===== src/rtl/mem_port_arbiter.sv =====
// mem_port_arbiter
//   Shares one single-ported, multi-cycle unified memory between the fetch
//   stage (instruction reads) and the memory stage (data reads/writes).
//   Only one access is outstanding at a time. The data port has fixed
//   priority over fetch because it always belongs to the older instruction.
//   An in-flight fetch can be squashed by flush_fetch: its completion is
//   absorbed and produces no if_valid.
//
// Ports
//   clk, rst        system clock, synchronous active-high reset
//   if_req/if_addr  fetch request and PC
//   flush_fetch     squash the current or pending fetch
//   dm_rd/dm_wr     data read / write request (mutually exclusive)
//   dm_addr/dm_wdata data address and store data
//   if_data/if_valid instruction word and one-cycle completion pulse
//   dm_rdata/dm_valid load data and one-cycle completion pulse
//   stall_fetch     fetch must hold PC and IF/ID
//   stall_mem       memory stage and everything upstream must hold
//   m_addr/m_wdata  memory command address / write data
//   m_rd/m_wr       one-cycle memory read / write command
//   m_busy          memory cannot accept a command this cycle
//   m_done/m_rdata  one-cycle completion pulse and read data from memory
module mem_port_arbiter #(
  parameter int unsigned ADDR_W = 16,
  parameter int unsigned DATA_W = 16
) (
  input  logic              clk,
  input  logic              rst,
  input  logic              if_req,
  input  logic [ADDR_W-1:0] if_addr,
  input  logic              flush_fetch,
  input  logic              dm_rd,
  input  logic              dm_wr,
  input  logic [ADDR_W-1:0] dm_addr,
  input  logic [DATA_W-1:0] dm_wdata,
  output logic [DATA_W-1:0] if_data,
  output logic              if_valid,
  output logic [DATA_W-1:0] dm_rdata,
  output logic              dm_valid,
  output logic              stall_fetch,
  output logic              stall_mem,
  output logic [ADDR_W-1:0] m_addr,
  output logic [DATA_W-1:0] m_wdata,
  output logic              m_rd,
  output logic              m_wr,
  input  logic              m_busy,
  input  logic              m_done,
  input  logic [DATA_W-1:0] m_rdata
);

  typedef enum logic [1:0] {
    S_IDLE   = 2'd0,
    S_BUSY_I = 2'd1,
    S_BUSY_D = 2'd2
  } state_t;

  state_t              r_state;
  logic                r_drop;
  logic [ADDR_W-1:0]   r_cmd_addr;
  logic [DATA_W-1:0]   r_cmd_wdata;
  logic                r_cmd_is_wr;

  logic w_dm_req;
  logic w_issue_d;
  logic w_issue_i;
  logic w_if_done;
  logic w_dm_done;

  // Issue decisions are made combinationally so a command leaves in the
  // same cycle the request is seen in IDLE.
  always_comb begin
    w_dm_req  = dm_rd | dm_wr;
    w_issue_d = (r_state == S_IDLE) && !m_busy && w_dm_req;
    w_issue_i = (r_state == S_IDLE) && !m_busy && !w_dm_req &&
                if_req && !flush_fetch;
    // A flush arriving in the very cycle of m_done still kills the result.
    w_if_done = (r_state == S_BUSY_I) && m_done && !(r_drop || flush_fetch);
    w_dm_done = (r_state == S_BUSY_D) && m_done;
  end

  always_ff @(posedge clk) begin
    if (rst) begin
      r_state     <= S_IDLE;
      r_drop      <= 1'b0;
      r_cmd_addr  <= '0;
      r_cmd_wdata <= '0;
      r_cmd_is_wr <= 1'b0;
    end else begin
      case (r_state)
        S_IDLE: begin
          if (w_issue_d) begin
            r_state     <= S_BUSY_D;
            r_cmd_addr  <= dm_addr;
            r_cmd_wdata <= dm_wr ? dm_wdata : '0;
            r_cmd_is_wr <= dm_wr;
          end else if (w_issue_i) begin
            r_state     <= S_BUSY_I;
            r_drop      <= 1'b0;
            r_cmd_addr  <= if_addr;
            r_cmd_wdata <= '0;
            r_cmd_is_wr <= 1'b0;
          end
        end
        S_BUSY_I: begin
          if (flush_fetch) begin
            r_drop <= 1'b1;
          end
          if (m_done) begin
            r_state <= S_IDLE;
          end
        end
        S_BUSY_D: begin
          if (m_done) begin
            r_state <= S_IDLE;
          end
        end
        default: begin
          r_state <= S_IDLE;
        end
      endcase
    end
  end

  // Outputs are forced to zero while reset is held so the pipeline and the
  // memory see no stalls and no commands during reset.
  always_comb begin
    if_data     = '0;
    if_valid    = 1'b0;
    dm_rdata    = '0;
    dm_valid    = 1'b0;
    stall_fetch = 1'b0;
    stall_mem   = 1'b0;
    m_addr      = '0;
    m_wdata     = '0;
    m_rd        = 1'b0;
    m_wr        = 1'b0;
    if (!rst) begin
      if (w_issue_d) begin
        m_rd    = dm_rd;
        m_wr    = dm_wr;
        m_addr  = dm_addr;
        m_wdata = dm_wr ? dm_wdata : '0;
      end else if (w_issue_i) begin
        m_rd    = 1'b1;
        m_addr  = if_addr;
      end else if (r_state != S_IDLE) begin
        m_addr  = r_cmd_addr;
        m_wdata = r_cmd_wdata;
      end

      if_valid = w_if_done;
      if_data  = w_if_done ? m_rdata : '0;
      dm_valid = w_dm_done;
      dm_rdata = (w_dm_done && !r_cmd_is_wr) ? m_rdata : '0;

      stall_mem   = w_dm_req && !w_dm_done;
      stall_fetch = (if_req && !w_if_done) || (w_dm_req && !w_dm_done);
    end
  end

endmodule


===== config.mk =====
export PLATFORM = sky130hd
export DESIGN_NAME = mem_port_arbiter
export DESIGN_NICKNAME = d
export VERILOG_FILES = /design/src/rtl/mem_port_arbiter.sv
export SDC_FILE = /design/constraint.sdc
export NUM_CORES = 1
export LEC_CHECK = 0
export CAP_MARGIN = 5
export CORE_UTILIZATION = 36
export DETAILED_ROUTE_END_ITERATION = 10
export PLACE_DENSITY_LB_ADDON = 0.12
export REMOVE_ABC_BUFFERS = 1
export SYNTH_ARGS = -nofsm -noshare
export SYNTH_HDL_FRONTEND = slang
export SYNTH_SLANG_ARGS = --single-unit

===== constraint.sdc =====
create_clock -name clk -period 3.05 [get_ports clk]
set_clock_uncertainty 0.15 [all_clocks]
set_input_delay 0.915 -clock clk [delete_from_list [all_inputs] [get_ports clk]]
set_output_delay 0.915 -clock clk [all_outputs]
set_load 0.05 [all_outputs]

==> results.ini <==
[global_routing]
overflow=0
grt_pass1_vias=3238
grt_pass1_wl_um=17400
grt_antenna_before_repair=0
track_usage_pct=36.7
grt_max_degree=59

[run]
cap_violations=0

[floorplanning]
coreArea_sq_um=5680
pin_count=142
die_area_sq_um=6360
rows=27
die_y_um=79.7
die_x_um=79.7
start_util_pct=38.3

[synth]
synthAdderAreaFrac_pct=1.73
postSynth.asyncResetShare_pct=0
yosys_register_bits=36
synth-compound-area-share_pct=25.8
synth_top_family_by_area=simple AND/OR/NAND/NOR gates
avgSynthCellArea_sq_um=7.47
synth_area_leaders=dfxtp_1, a21oi_1, nand2b_1, and2_1, nand2_1
synth_top_flop_cell=dfxtp_1
seq_area_frac_synth_pct=33.1
synth_top_area_share_pct=33.1
netlist_area_sq_um=2170
synthMuxAreaShare_pct=0
synthCells=291
synthTopCellsByCount=a21oi_1, nand2_1, dfxtp_1, nand2b_1, and2_1
synth_warnings=0
yosys.area.top_type=dfxtp_1
yosysMostFrequentCell=a21oi_1
yosys.area_share.xor_xnor_pct=0
ys_types=29
synth-edff-count=0
synth-simple-area-share_pct=33.8

[worst_setup_path]
cpPeakStageDelay_ns=0.57
crit_chain=buf_6, or4b_4, buf_4, buf_6, a211oi_2, buf_4, buf_12
slowest_stage=or4b_4
endpoint_kind=output pin
arrival_ns=2.44
crit_type=input pin to output pin
crit_required_ns=1.98
cp_top_family=buffers and inverters
cp_max_fo=3
cp.buffers_inverters=5
startpoint_type=input pin

[run_status]
violations=negative setup slack
status=finished, violations left

[worst_hold_path]
hold_class=flip-flop to flip-flop

[drt]
drtIter0Drc=343
routed_wl_um=14200
drcViolationCount=0
routed-via-count=3367
vias_per_cell=5.95
wl_per_cell_um=25.0
dr_wl_met3_um=1150
wl_met2_um=7070
first_pass_iters=4
dr.max_layer_used=met4
wl_met1_um=4730
final_antenna_net_count=0

[timing]
min_period_over_period_pct=115
maxSlewViolCount=0
max_freq_mhz=285
tightest_slew_ns=0.368
layout_setup_ws_ns=-0.453
max-slew-margin-rel_pct=75.4
finalHoldViolations=0
finalSetupViolations=49
min_period_ns=3.50
rsz0062_at_grt=true

[power_and_ir_drop]
peakVddDrop_mv=0.376
static-leakage-power_nw=2.12
powerDensity_nw_per_um2=288

[placed_design]
port_buffers=141
gp_congestion=0.816
dpl_worst_slack_ns=-0.776
post_dp_cell_area_sq_um=4700
hpwl_um=6080

[clock_tree]
cts_root_buf=clkbuf_8
h-tree-depth=2
clk_latency_ns=0.30
cts.path.max_buffers=2
clkSinkCount=36
cts_made_buffers=5
cts_tree=done
path_clk_slew_ns=0.08

[final_layout]
stdcell_area_sq_um=5500
n_antenna_cell=0
final_nets=568
nFillCells=97
syn2layout_area_growth_pct=153
multi_input_area_sq_um=1760
drive_above_1_share_pct=50.2
regArea_sq_um=721

-- final cells by class --
cell class | count | area share, %
Timing Repair Buffer | 216 | 51.4
Multi-Input combinational cell | 229 | 31.9
Sequential cell | 36 | 13.1
Tap cell | 72 | 1.64
Inverter | 5 | 0.341
Clock buffer | 5 | 1.25
Clock inverter | 3 | 0.341
-- tightest hold or removal path, stage by stage (launching register included) --
cell,delay [ns]
dfxtp_1,0.33
nand2_1,0.06
a21oi_1,0.06
-- cells in the final DEF, fill, tap and decap left out, types with 6 or more instances in the layout --
cell type / netlist / routed
buf_6: 1 / 9
a21oi_1: 68 / 34
a22oi_2: 10 / 15
buf_4: 3 / 59
clkdlybuf4s50_1: 0 / 64
buf_12: 0 / 77
nand2b_1: 35 / 33
nand2_1: 51 / 35
nand2_4: 0 / 10
a21oi_4: 0 / 6
and2_1: 32 / 18
a21oi_2: 0 / 28
and2_4: 0 / 14
dfxtp_1: 36 / 36
-- sequential cells by signal (all words and copies together) (netlist names) --
signal and count:
r_state 2, r_cmd_wdata 16, r_cmd_addr 16, r_drop 1
r_cmd_is_wr 1
-- timing repair --
item	4_1_cts	5_1_grt
buffers inserted	14	9
cloned	5	0
pin swaps	42	27
endpoints found under the setup margin	69	51
hold buffers	0	0
gates resized for setup	123	22
-- path summary, 6_finish.rpt --
check                                  start                    endpoint  slack, ns  depth (start not counted)
setup / recovery                 flush_fetch                        m_rd      -0.45                          7
hold / removal    r_cmd_addr[8]$_SDFFE_PP0P_  r_cmd_addr[8]$_SDFFE_PP0P_       0.35                          2
setup reg to reg     r_state[1]$_SDFFE_PP0P_  r_cmd_addr[2]$_SDFFE_PP0P_       0.81                         10
hold reg to reg   r_cmd_addr[8]$_SDFFE_PP0P_  r_cmd_addr[8]$_SDFFE_PP0P_       0.35                          2
-- power breakdown --
part / leakage, nW / switching, mW / internal [mW] / total [mW]
clock network: 0.0479 / 0.205 / 0.160 / 0.365
registers: 0.294 / 0.0242 / 0.497 / 0.521
logic: 1.78 / 0.355 / 0.344 / 0.699
total: 2.12 / 0.584 / 1.00 / 1.59
-- through the flow --
stage	utilization (%)	power, mW	hold WS [ns]	instances	setup TNS [ns]
6_report	96.9	1.59	0.345	566	-9.71
5_1_grt	96.9	1.63	0.354	566	-11.27
4_1_cts	94.4	1.49	0.307	558	-7.82
3_5_place_dp	82.8	1.07	0.297	532	-30.90
3_3_place_gp	82.8	1.06	0.292	532	-28.82
2_1_floorplan	-	0.738	0.281	270	-46.27
-- routing by layer --
| metal | vias up | track usage, % |
|---|---|---|
| met5 | - | 0 |
| met4 | 0 | 15.3 |
| met3 | 100 | 7.66 |
| met2 | 301 | 69.5 |
| met1 | 1578 | 38.8 |
| li1 | 1388 | - |
-- logic make-up (layout without fill, tap and decap cells) --
group | after synthesis | count (layout)
compound gates | 91 | 91
buf+inv | 26 | 229
flops | 36 | 36
fa+ha+maj | 3 | 3
simple gates | 135 | 135
Note: power is estimated with default switching activity, not from simulation.
